--- src/rtl/display_pkg.sv ---
// Shared types and constants for the signed 7-segment display scanner.
// Segment patterns are active-low, ordered {g,f,e,d,c,b,a}.
package display_pkg;

    typedef enum logic [1:0] {
        IDLE,
        SHIFT,
        COMMIT
    } state_t;

    localparam int IDX_W = 2;

    localparam logic [6:0] SEG_BLANK = 7'b1111111;
    localparam logic [6:0] SEG_MINUS = 7'b0111111;

    localparam logic [6:0] SEG_DIGIT_0 = 7'b1000000;
    localparam logic [6:0] SEG_DIGIT_1 = 7'b1111001;
    localparam logic [6:0] SEG_DIGIT_2 = 7'b0100100;
    localparam logic [6:0] SEG_DIGIT_3 = 7'b0110000;
    localparam logic [6:0] SEG_DIGIT_4 = 7'b0011001;
    localparam logic [6:0] SEG_DIGIT_5 = 7'b0010010;
    localparam logic [6:0] SEG_DIGIT_6 = 7'b0000010;
    localparam logic [6:0] SEG_DIGIT_7 = 7'b1111000;
    localparam logic [6:0] SEG_DIGIT_8 = 7'b0000000;
    localparam logic [6:0] SEG_DIGIT_9 = 7'b0010000;

    // Double-dabble correction: a nibble of 5 or more would overflow past 9 once doubled.
    function automatic logic [3:0] bcd_add3(input logic [3:0] nibble);
        return (nibble >= 4'd5) ? nibble + 4'd3 : nibble;
    endfunction

endpackage

--- src/rtl/seg7_decoder.sv ---
// Combinational BCD digit to active-low 7-segment pattern, with blank and minus overrides.
module seg7_decoder
    import display_pkg::*;
(
    input  logic [3:0] digit,
    input  logic       blank,
    input  logic       minus,
    output logic [6:0] seg
);

    always_comb begin
        seg = SEG_BLANK;
        if (blank) begin
            seg = SEG_BLANK;
        end else if (minus) begin
            seg = SEG_MINUS;
        end else begin
            case (digit)
                4'd0:    seg = SEG_DIGIT_0;
                4'd1:    seg = SEG_DIGIT_1;
                4'd2:    seg = SEG_DIGIT_2;
                4'd3:    seg = SEG_DIGIT_3;
                4'd4:    seg = SEG_DIGIT_4;
                4'd5:    seg = SEG_DIGIT_5;
                4'd6:    seg = SEG_DIGIT_6;
                4'd7:    seg = SEG_DIGIT_7;
                4'd8:    seg = SEG_DIGIT_8;
                4'd9:    seg = SEG_DIGIT_9;
                default: seg = SEG_BLANK;
            endcase
        end
    end

endmodule

--- src/rtl/signed_display_scanner.sv ---
// Captures a signed byte, converts its magnitude to BCD by shift-and-add-3,
// and time-multiplexes sign/hundreds/tens/units onto a 4-digit display.
module signed_display_scanner
    import display_pkg::*;
#(
    parameter int REFRESH_DIV = 50000
) (
    input  logic       clk,
    input  logic       rst,
    input  logic       load,
    input  logic [7:0] value,
    output logic       busy,
    output logic [3:0] an,
    output logic [6:0] seg
);

    localparam int CNT_W = $clog2(REFRESH_DIV);
    localparam logic [CNT_W-1:0] CNT_MAX = CNT_W'(REFRESH_DIV - 1);

    state_t      state;
    logic [2:0]  step;
    logic [7:0]  mag;
    logic [11:0] bcd;
    logic [11:0] bcd_adj;
    logic        conv_sign;

    logic        disp_sign;
    logic [3:0]  disp_hund;
    logic [3:0]  disp_tens;
    logic [3:0]  disp_units;

    logic [CNT_W-1:0] refresh_cnt;
    logic [IDX_W-1:0] idx;

    logic [3:0]  mux_digit;
    logic        mux_blank;
    logic        mux_minus;
    logic [6:0]  dec_seg;

    assign bcd_adj = {bcd_add3(bcd[11:8]), bcd_add3(bcd[7:4]), bcd_add3(bcd[3:0])};

    always_ff @(posedge clk) begin
        if (rst) begin
            state      <= IDLE;
            busy       <= 1'b0;
            step       <= 3'd0;
            mag        <= 8'd0;
            bcd        <= 12'd0;
            conv_sign  <= 1'b0;
            disp_sign  <= 1'b0;
            disp_hund  <= 4'd0;
            disp_tens  <= 4'd0;
            disp_units <= 4'd0;
        end else begin
            case (state)
                IDLE: begin
                    if (load) begin
                        conv_sign <= value[7];
                        mag       <= value[7] ? (8'd0 - value) : value;
                        bcd       <= 12'd0;
                        step      <= 3'd0;
                        busy      <= 1'b1;
                        state     <= SHIFT;
                    end
                end
                SHIFT: begin
                    bcd  <= {bcd_adj[10:0], mag[7]};
                    mag  <= {mag[6:0], 1'b0};
                    step <= step + 3'd1;
                    if (step == 3'd7) begin
                        state <= COMMIT;
                    end
                end
                COMMIT: begin
                    disp_sign  <= conv_sign;
                    disp_hund  <= bcd[11:8];
                    disp_tens  <= bcd[7:4];
                    disp_units <= bcd[3:0];
                    busy       <= 1'b0;
                    state      <= IDLE;
                end
                default: begin
                    state <= IDLE;
                    busy  <= 1'b0;
                end
            endcase
        end
    end

    // Index 3 is the sign position; its digit value is never shown.
    always_comb begin
        mux_digit = disp_units;
        mux_blank = 1'b0;
        mux_minus = 1'b0;
        case (idx)
            2'd0: mux_digit = disp_units;
            2'd1: begin
                mux_digit = disp_tens;
                mux_blank = (disp_hund == 4'd0) && (disp_tens == 4'd0);
            end
            2'd2: begin
                mux_digit = disp_hund;
                mux_blank = (disp_hund == 4'd0);
            end
            2'd3: begin
                mux_digit = 4'd0;
                mux_blank = ~disp_sign;
                mux_minus = disp_sign;
            end
            default: mux_digit = disp_units;
        endcase
    end

    seg7_decoder u_decoder (
        .digit (mux_digit),
        .blank (mux_blank),
        .minus (mux_minus),
        .seg   (dec_seg)
    );

    always_ff @(posedge clk) begin
        if (rst) begin
            refresh_cnt <= '0;
            idx         <= '0;
            an          <= 4'b1111;
            seg         <= SEG_BLANK;
        end else begin
            if (refresh_cnt == CNT_MAX) begin
                refresh_cnt <= '0;
                idx         <= idx + IDX_W'(1);
            end else begin
                refresh_cnt <= refresh_cnt + CNT_W'(1);
            end
            an  <= ~(4'b0001 << idx);
            seg <= dec_seg;
        end
    end

endmodule

--- config.mk ---
export PLATFORM = sky130hd
export DESIGN_NAME = signed_display_scanner
export DESIGN_NICKNAME = d
export VERILOG_FILES = /design/src/rtl/display_pkg.sv /design/src/rtl/seg7_decoder.sv /design/src/rtl/signed_display_scanner.sv
export SDC_FILE = /design/constraint.sdc
export NUM_CORES = 1
export LEC_CHECK = 0
export CORE_MARGIN = 5
export CORE_UTILIZATION = 50
export DETAILED_ROUTE_END_ITERATION = 10
export PLACE_DENSITY = 0.71
export SKIP_LAST_GASP = 1
export SLEW_MARGIN = 40
export SYNTH_ARGS = -nofsm -noshare
export SYNTH_HDL_FRONTEND = slang
export SYNTH_SLANG_ARGS = --single-unit
--- constraint.sdc ---
create_clock -name clk -period 4.3 [get_ports clk]
set_input_delay 0.645 -clock clk [delete_from_list [all_inputs] [get_ports clk]]
set_output_delay 0.645 -clock clk [all_outputs]
set_load 0.02 [all_outputs]
==> results.cfg, run 1 <==
[status]
outcome = completed

[pwr]
p_int_mw = 0.914
ir_worst_vdd_uv = 198
totalPowerFinal_mw = 1.20
pwr-share-seq_pct = 55.2
power.density_nw_per_um2 = 331
switching_share_pct = 23.9
p_leak_nw = 1.31
clkPwrFrac_pct = 37.0
p_comb_share_pct = 7.8
switching_power_mw = 0.288

[global_routing]
antenna_found_initial = 0
grt_pass1_vias = 2386
grt_max_degree = 32
gr-usage-all-layers_pct = 15.3
grt_pass1_wl_mm = 10.6
gr-total-overflow = 0

[timing]
finClkSkew_ps = 8.95
slew_headroom_pct = 45.8
fmax_ghz = 0.440
setup_slack_ps = 2030
fin_crit_ps = 2270
rsz0062_at_grt = false
worst_pin_slew_ps = 811
tns_ps = 0
finalMaxSlewViolations = 0
setup_viol = 0
timing.hold.ws_ps = 454
final-hold-violation-count = 0
period_share_pct = 52.9

[placed_design]
dp_slack_ps = 1960
io_buffers = 22
post_dp_cell_area_um2 = 3480
placed_cells = 470
hpwl_mm = 4.29
place.gp.congestion = 0.794

[worst_setup_path]
r2r-start = idx[0]
crit_type = reg -> reg
reg2reg_to = seg[6]
r2r_slack_ps = 2030
worstPathRequired_ps = 4530
worstSetupEndpointType = register
r2r_cells = 6
crit_arrival_ps = 2500
critPathMaxFanout = 13
critPathLaunchType = register

[synthesis]
ys.warnings.count = 0
synthesis.area_um2 = 3240
synth.top_cell.area_share_pct = 42.6
synth_cell_types = 49
syn_avg_cell_area_um2 = 8.37
synth_compound_area_share_pct = 16.1
synthMuxAreaShare_pct = 1.62
yosysTopAreaCell = dfxtp_1
synthTopCellsByArea = dfxtp_1, a21oi_1, nand2_1, ha_1, nor2_1
synthFlopType = dfxtp_1
ys_seq_area_share_pct = 42.6
synthXorXnorAreaFrac_pct = 6.76
yosys.area_share.adder_pct = 5.79
async_flop_share_pct = 0
yosys.area_share.simple_pct = 22.6
synth.ff_latch_count = 69
synth_fp_nets = 413
synth_top_family_by_area = simple AND/OR/NAND/NOR gates
syn_inst = 387
synth_edf_count = 0

[die]
io_pins = 23
die_h_um = 90.5
coreArea_um2 = 6310
fp.dieW_um = 90.5
dieArea_um2 = 8190
start_util_pct = 51.3
num_rows = 29

[clock_tree]
htree_levels = 3
cts_num_sinks = 69
cts_resized = 0
tritoncts = yes
clkSlewWorstSetupHoldPaths_ps = 70
ctsHoldBuffers = 0
clkLatencyLatePin_ps = 340
cts_buffer_depth = 2
cts-root-buf = clkbuf_8
cts_buffers = 9
cts_setup_buffers = 0

[route]
routed.top_layer = met4
wire_per_inst_um = 12.6
wl_met1_mm = 2.91
route.met3.wl_um = 247
route.vias.total = 2636
drc = 0
vias_per_cell = 5.44
wl_met2_mm = 2.84
wl_mm = 6.12
drt-initial-drc-count = 111
ant_nets = 0
drt_pass1_iterations = 4

[layout]
post-route-util_pct = 57.6
final_nets = 430
area_delta_synth_final_pct = 12.2
diodes = 0
fin_area_um2 = 3630
final_cell_mix = dfxtp_1, nand2_1, nor2_1
stdcell_count = 485
drive_above_1_share_pct = 5.88
mostFrequentLayoutCell = dfxtp_1

[min_path]
holdPathStages = 1
hp-class = reg -> reg
hp-start = refresh_cnt[0]
hold_end = refresh_cnt[0]

[run]
maxCapViolations = 0
[cell families after synthesis]
| group | Yosys count |
|---|---|
| simple gates | 155 |
| compound gates | 86 |
| flops | 69 |
| buf+inv | 32 |
| xor+xnor | 25 |
| fa+ha+maj | 15 |
| mux | 5 |
[synth_stat cells (all sizes together) (9+ instances only)]
cell type / instances
dfxtp: 69
a21oi: 40
xnor2: 12
nand2b: 9
buf: 10
ha: 15
o21ai: 16
nor3: 15
nand3: 18
nand2: 52
xor2: 13
nor2: 46
inv: 15
[worst max-delay path by stage]
stage / start / end / slack (ps) / cells past startpoint
final: idx[0] / seg[6] / 2030 / 6
after global routing: idx[0] / seg[6] / 1780 / 6
after CTS: idx[0] / seg[6] / 2020 / 6
after detailed placement: rst / seg[4] / 1960 / 5
after global placement: rst / refresh_cnt[10] / 2000 / 3
after floorplan: idx[1] / seg[6] / 2570 / 7
[worst max-delay path: stages, from the launching register on]
cell and delay (ps):
dfxtp_1 360, inv_1 110, ha_1 370, o21ai_1 680
nor3_1 140, a221o_1 310, a21o_1 180
[routing by layer]
layer	GRT usage [%]	up-vias
li1	-	1359
met1	20.1	1214
met2	24.1	49
met3	2.58	14
met4	7.44	0
met5	0	-
[state kept, by name (all words and copies together) (netlist names)]
signal and flops:
state 2, an 4, disp_hund 4, step 3, seg 7, mag 8, bcd 12, busy 1
refresh_cnt 16, conv_sign 1, idx 2, disp_sign 1, disp_tens 4, disp_units 4
[power by group through the flow]
stage	combinational [mW]	sequential (mW)	clock (mW)
after floorplan	0.0595	0.682	0
after global placement	0.0934	0.678	0
after detailed placement	0.0941	0.678	0
after CTS	0.0945	0.663	0.450
after global routing	0.104	0.665	0.487
final	0.0932	0.664	0.445
[final cells by class]
class | instances | area, um2
repair buffers | 23 | 228
inverters | 15 | 56.3
well taps | 77 | 96.3
clock inverters | 2 | 10.0
flip-flops and latches | 69 | 1380
multi-input cells | 286 | 1710
fillers | 583 | 2680
clock buffers | 13 | 149
(Power assumes the default switching activity.)
==> run 2: changes to the inputs <==
Settings changed: PLACE_DENSITY 0.71 to 0.73.
Clock period 4.3 ns to 1.92 ns, I/O delays scaled along.
==> run 2 against run 1 <==
Effect of this change: total power up 130%; fmax up 23%; sequential share of layout area down 1.4 points; non-clock buffer count up 15; worst hold slack worse by 7.9 ps; first-iteration DRC count unchanged; cell area up 4.0%; register-to-register slack worse by 1900 ps; cell count up 3.3%; routed wire length up 2.5%; count of clock-buffer cells in the layout down 4; sequential power up 120%; critical endpoint unchanged.
==> results.cfg, run 2 (synthesized netlist as in run 1, its figures left out) <==
[route]
wire_per_inst_um = 12.5
drc = 0
ant_nets = 0
route.vias.total = 2721
drt-initial-drc-count = 111
drt_pass1_iterations = 4
wl_mm = 6.27
vias_per_cell = 5.43

[global_routing]
grt_pass1_vias = 2481
gr-usage-all-layers_pct = 16.0
antenna_found_initial = 0
grt_max_degree = 35
grt_pass1_wl_mm = 11.0
gr-total-overflow = 0

[worst_setup_path]
critPathMaxFanout = 9
r2r_cells = 7
endpoint = seg[6]
worstSetupEndpointType = register
critical_path.startpoint = idx[1]
r2r-start = idx[1]
r2r_slack_ps = 80
critPathLaunchType = register
crit_type = reg -> reg
worstPathRequired_ps = 2150
crit_arrival_ps = 2070
reg2reg_to = seg[6]

[timing]
rsz0062_at_grt = true
setup_viol = 0
slew_headroom_pct = 71.0
period_share_pct = 95.9
worst_pin_slew_ps = 433
finalMaxSlewViolations = 0
finClkSkew_ps = 6.33
fmax_ghz = 0.543
fin_crit_ps = 1840
final-hold-violation-count = 0

[layout]
final_nets = 445
largest_register_ffs = 16
largest-register = refresh_cnt
drive_above_1_share_pct = 11.1
fill_cells = 581
mostFrequentLayoutCell = dfxtp_1
stdcell_count = 501
diodes = 0
reg_top3 = refresh_cnt (16), bcd (12), mag (8)
final_cell_mix = dfxtp_1, nand2_1, nor2_1
area_delta_synth_final_pct = 16.6

[pwr]
power.density_nw_per_um2 = 723
ir_worst_vdd_uv = 514
totalPowerFinal_mw = 2.73
p_leak_nw = 1.39

[placed_design]
placed_cells = 485
hpwl_mm = 4.56
io_buffers = 22
place.gp.congestion = 0.806

[status]
outcome = completed

[clock_tree]
htree_levels = 3
cts_setup_buffers = 0
clkSlewWorstSetupHoldPaths_ps = 70
cts_num_sinks = 69
cts_buffers = 9
cts_buffer_depth = 2
cts_resized = 0
tritoncts = yes
ctsHoldBuffers = 0
cts-root-buf = clkbuf_8
clkLatencyLatePin_ps = 330

[die]
coreArea_um2 = 6310
die_h_um = 90.5
dieArea_um2 = 8190
num_rows = 29
fp.dieW_um = 90.5
io_pins = 23
start_util_pct = 51.3

[min_path]
hp-class = reg -> reg

[run]
maxCapViolations = 0
-- run 2: changes by cell type in the layout (fill, tap and decap cells not counted), moves of 2 or more --
cell,before,now
ha_1,15,12
ha_2,0,3
buf_4,1,15
clkinv_2,2,5
clkbuf_1,3,0
clkinv_4,0,2
-- run 2: cell type report --
class	count	area [um2]	share of cell area [%]
well taps	77	96.3	2.55
inverters	15	56.3	1.49
multi-input cells	286	1730	45.7
flip-flops and latches	69	1380	36.6
clock inverters	7	42.5	1.13
clock buffers	9	124	3.28
repair buffers	38	353	9.34
-- run 2: how the worst min path moves through the flow --
stage	startpoint	end	slack, ps	depth (start not counted)
after floorplan	refresh_cnt[0]	refresh_cnt[0]	420	1
after global placement	refresh_cnt[0]	refresh_cnt[0]	430	1
after detailed placement	refresh_cnt[0]	refresh_cnt[0]	440	1
after CTS	refresh_cnt[0]	refresh_cnt[0]	450	1
after global routing	refresh_cnt[0]	refresh_cnt[0]	480	1
final	refresh_cnt[0]	refresh_cnt[0]	450	1
-- run 2: metrics by stage --
stage	setup slack (ps)	hold slack (ps)	TNS [ps]	cell area (um2)	utilization, %
after floorplan	188	418	0	3240	-
final	79.0	446	0	3780	59.8
after global routing	-33.0	479	-42.7	3780	59.8
after CTS	21.2	452	0	3770	59.7
after detailed placement	36.3	440	0	3600	57.0
after global placement	99.6	431	0	3600	57.0
-- run 2: worst max-delay path, stage by stage (launching register included) --
cell,delay (ps)
dfxtp_1,380
inv_1,100
ha_2,220
a22oi_2,230
o21ai_2,150
a21o_1,200
a221o_1,280
a21o_1,170
-- run 2: metal layers --
metal / GRT usage [%] / part of all wire (%)
met3: 4.42 / 4.3
met2: 24.7 / 47
met4: 7.07 / 2.0
met5: 0 / 0
met1: 20.6 / 47
-- run 2: power breakdown --
part | total, mW | switching [mW] | internal (mW) | leakage (nW)
sequential | 1.49 | 0.0199 | 1.47 | 0.561
combinational | 0.243 | 0.132 | 0.111 | 0.738
clock | 1.01 | 0.544 | 0.461 | 0.0925
==> run 3: changes to the inputs <==
Settings changed: CTS_CLUSTER_SIZE set to 25.
==> results of run 3 <==
The final DEF is identical to that of run 2; final timing and power are the same.
